`src/rtl/counter2_checker_sat_counter.sv`:
```
// Up-counter that sticks at all-ones instead of wrapping.
module counter2_checker_sat_counter #(
  parameter int unsigned W = 8
) (
  input  logic         clock,
  input  logic         clear,
  input  logic         inc,
  output logic [W-1:0] count
);

  always_ff @(posedge clock or posedge clear) begin
    if (clear) begin
      count <= '0;
    end else if (inc && (count != '1)) begin
      count <= count + W'(1);
    end
  end

endmodule

```
`config.mk`:
```
export PLATFORM = sky130hd
export DESIGN_NAME = counter2_checker_sat_counter
export DESIGN_NICKNAME = d
export VERILOG_FILES = /design/src/rtl/counter2_checker_sat_counter.sv
export SDC_FILE = /design/constraint.sdc
export NUM_CORES = 1
export LEC_CHECK = 0
export BUFFER_PORTS_ARGS = -buffer_cell sky130_fd_sc_hd__buf_2
export CORE_AREA = 5 5 42 44
export DETAILED_ROUTE_END_ITERATION = 7
export DIE_AREA = 0 0 47 49
export GPL_TIMING_DRIVEN = 0
export HOLD_SLACK_MARGIN = 0.1
export PLACE_DENSITY_LB_ADDON = 0.1
export SYNTH_ARGS = -nofsm -noshare
export SYNTH_HDL_FRONTEND = slang
export SYNTH_SLANG_ARGS = --single-unit
```
`constraint.sdc`:
```
create_clock -name clock -period 1.5 [get_ports clock]
set_input_delay 0.15 -clock clock [delete_from_list [all_inputs] [get_ports clock]]
set_output_delay 0.15 -clock clock [all_outputs]
set_load 0.005 [all_outputs]
```
-- Word level (Yosys, flattened, before mapping)
Cells that the tools add are included.
- register bits: 8
- latch bits: 0
- RAM bits: 0
- memory bits (read-only): 0
- input bits: 3
- output and inout bits: 8
- word-level logic and storage cells: 4
- memories kept: 0
- add/sub/neg operators: 1
- $mul: 0
- divide/modulo/power cells: 0
- $lt $le $gt $ge: 0
- eq/ne operators: 1
- shift operators: 0
- mux-type cells: 0
- bitwise logic cells: 0
- reductions and logical operators: 1
- operators by type and width (operator ; count):
    adder 8 x 1 -> 8 bit, second input constant ; 1
    != test 8 bit, second input constant ; 1
    logical AND 1 bit ; 1

-- Logic depth before layout (Yosys ltp)
- depth in word-level cells: 2
- mapped depth: 4
- depth with buffers taken out: 4

-- Worst setup path after synthesis
No wires, ideal clock.
- path kind: register to register
- from: reg count[0]
- to: reg count[1]
- data arrival time: 1.329 ns
- required time: 1.372 ns
- setup slack: 0.043 ns
- cell stages (with the launch flop): 5
- period minus slack after synthesis: 1.457 ns
- cell sequence: dfrtp_1 ha_1 nand4_4 o21ai_2 mux2_1
- cells in the longest elaborated chain, start to end: 2
- elaborated cells on any way between the ends: 3
- RTL lines (what ; RTL line ; source):
    from (decl) ; 8 ; output logic [W-1:0] count
    from (signal assigned) ; 15 ; count <= count + W'(1);
    branches (longest 2 deep; another with adder 8 x 1 -> 8 bit) ; -- ;
Parallel ways; which one is timed is not known.
A chain may end at the register's enable or synchronous reset.

-- Final worst setup path
- from: reg count[1]
- to: reg count[1]
Same word-level chain as after synthesis.

==> key figures <==
Synthesis
  • Yosys top cell area share: 47.8%
  • Net Count, Synth: 42
  • Cells after synthesis: 38
  • Most frequent cells after synthesis: dfrtp_1 (8), nand2_1 (4), mux2_1 (3), nand3_1 (3), nand4_1 (3)
  • Post-synth EDFFs: 0
  • Mapped Area: 419 µm²
  • Synth area leaders: dfrtp_1 (48%), mux2_1 (8.1%), nand4_4 (5.1%)
  • #FFs+latches synth: 8
  • Top_reg_cell synth: dfrtp_1
  • Synth unique cells: 19
  • Sequential area share after synthesis: 47.8%
  • Async set-reset flop share out of synthesis: 100%
  • Synth Area per Inst: 11.0 µm²
  • Synth warnings: 0
  • Most common cell in the netlist: dfrtp_1
  • Synth area leader: dfrtp_1

Run
  • Maxcap violations: 0

GRT
  • Initial antenna violation count: 0
  • First-pass GRT wire length: 1.47 mm
  • GRT Total Usage: 8.85%
  • Gr ovfl total: 0
  • Number of global-route vias before repair: 365
  • Largest net degree at the start of global routing: 9

Hold path
  • Hold_sp: inc
  • Worst hold path type: in2reg

Placed design
  • Cell count after placement: 64
  • Dpl ws: -0.0571 ns
  • Area post-placement: 489 µm²
  • GPL Wtd Cong: 0.751
  • HPWL Detailed: 697 µm
  • IO Port Bufs: 10

Worst setup path
  • Start point of the critical path: count[1]$_DFFE_PP0P_
  • Worst r2r path cells: 4
  • Crit start category: flip-flop
  • Worst EP required: 1.63 ns
  • Crit Path Max Fanout: 7
  • Critical path class: reg2reg
  • Reg-to-Reg Start: count[1]$_DFFE_PP0P_
  • Flop-to-flop setup slack: 0.09 ns
  • Worst setup path end: count[1]$_DFFE_PP0P_
  • Critical path endpoint category: flip-flop
  • R2R Path End: count[1]$_DFFE_PP0P_
  • Arrival time worst endpoint: 1.54 ns

Floorplan
  • Row count: 14
  • Die Area: 2300 µm²
  • Die Ht: 49 µm
  • CORE AREA: 1400 µm²
  • Initial Util: 29.9%
  • Ports: 11
  • DIE WIDTH: 47 µm

Routing
  • Vias post-DR: 364
  • Initial DRC Count: 6
  • Routed wire per std cell: 13.6 µm
  • ANT nets after route: 0
  • DRT Pass-1 Iters: 4
  • Drt drc: 0
  • Vias/cell: 5.28
  • Post-Route WL: 940 µm

Layout
  • Filler instances: 152
  • Design Area, Final: 543 µm²
  • Fin cells: 69
  • FF+latch area: 201 µm²
  • Multi-input gate area: 228 µm²
  • Max reg flops: 8
  • N_diodes: 0
  • Largest registers: count: 8 flops
  • Layout cell share with drive strength beyond 1: 35.8%
  • Final net count: 59
  • Largest reg by FF count: count
  • Area growth syn-to-layout: 29.6%

Timing
  • Setup_tns: 0 ns
  • Final period util: 93.9%
  • Tmin final: 1.41 ns
  • Slew headroom: 78.2%
  • Worst Clk Skew: 0.00310 ns
  • Setup-failing EPs final: 0
  • Fin worst setup slack: 0.0922 ns
  • RSZ-0062 raised after global routing: no
  • Tightest Pin Transition: 0.327 ns
  • Hold Vio Cnt, Final: 0
  • Max-slew violations: 0
  • FMAX: 710 MHz

Clock network
  • Clock sink count: 8
  • Clock latency on the worst-skew pair: 0.25 ns
  • Number of CTS-inserted buffers: 3
  • Worst-path clk slew: 0.05 ns
  • Worst-case clock buffer depth: 2
  • Root Buffer Master: clkbuf_4
  • CTS tree: done
  • H-tree depth: 1

Power and ir drop
  • PD cells: 1910 nW/µm²
  • Lkg Pwr: 0.000229 µW
  • Overall Power: 1040 µW
  • Maximum vdd drop: 0.716 mV

Run status
  • Status: finished clean
## report_power, final
group	leakage (µW)	switching [µW]	internal [µW]
clock	0.0000138	71.7	91.5
combinational	0.000117	170	227
sequential	0.0000975	163	315
## repair_timing
action	in CTS	in global routing
setup buffers	1	0
hold buffers	1	0
cloned	0	0
gates resized for setup	2	1
hold endpoints to repair	8	0
endpoints found under the setup margin	1	1
## critical path, cell delays in order (launching register included)
cell and delay (ns):
dfrtp_2 0.41, ha_4 0.17, nand4_4 0.16, o21ai_2 0.22
mux2_1 0.33
## cells by family (layout without fill, tap and decap cells)
logic type	after synthesis	after routing	share of synthesized area [%]
flip-flops	8	8	47.8
buffers and inverters	1	16	0.895
AND/OR/NAND/NOR	15	15	20.9
multiplexers	4	4	10.7
adder cells (fa/ha/maj)	1	1	2.98
XOR/XNOR	1	1	2.09
AO/OA/AOI/OAI	8	8	14.6
## layout by cell type (no fill, tap or decap), drive strengths merged
cell type,instances
o21ai,2
nand4,4
o2111a,1
xnor2,1
nor3,2
mux2,4
inv,1
ha,1
dlygate4sd3,1
nand2,4
a21boi,1
clkbuf,3
buf,11
o21bai,2
nor2,2
o31a,1
a21oi,1
nand3,3
dfrtp,8
## final cells by class
type | instances | area share [%]
well taps | 16 | 3.69
multi-input cells | 29 | 41.9
flip-flops and latches | 8 | 37.1
repair buffers | 12 | 12.4
inverters | 1 | 0.691
clock buffers | 3 | 4.15
## layer usage
metal / global-route usage, % / vias up / wire length (µm)
met5: 0 / - / 0
met2: 12.7 / 10 / 460
met1: 11.4 / 172 / 421
met4: 5.53 / 0 / 10
met3: 2.21 / 2 / 48
li1: - / 180 / -
## metrics by stage
stage	hold slack [ns]	utilization, %
2_1_floorplan	-0.0343	-
6_report	0.229	38.8
4_1_cts	0.226	38.7
3_5_place_dp	0.120	34.9
5_1_grt	0.252	38.8
3_3_place_gp	0.107	34.9
## worst min path at each step
stage | to | slack (ns) | cells past startpoint
6_report | count[0]$_DFFE_PP0P_ | 0.23 | 3
5_1_grt | count[0]$_DFFE_PP0P_ | 0.25 | 3
4_1_cts | count[0]$_DFFE_PP0P_ | 0.23 | 3
3_5_place_dp | count[0]$_DFFE_PP0P_ | 0.12 | 2
3_3_place_gp | count[0]$_DFFE_PP0P_ | 0.11 | 2
2_1_floorplan | count[0]$_DFFE_PP0P_ | -0.03 | 1
(Power assumes the default switching activity.)
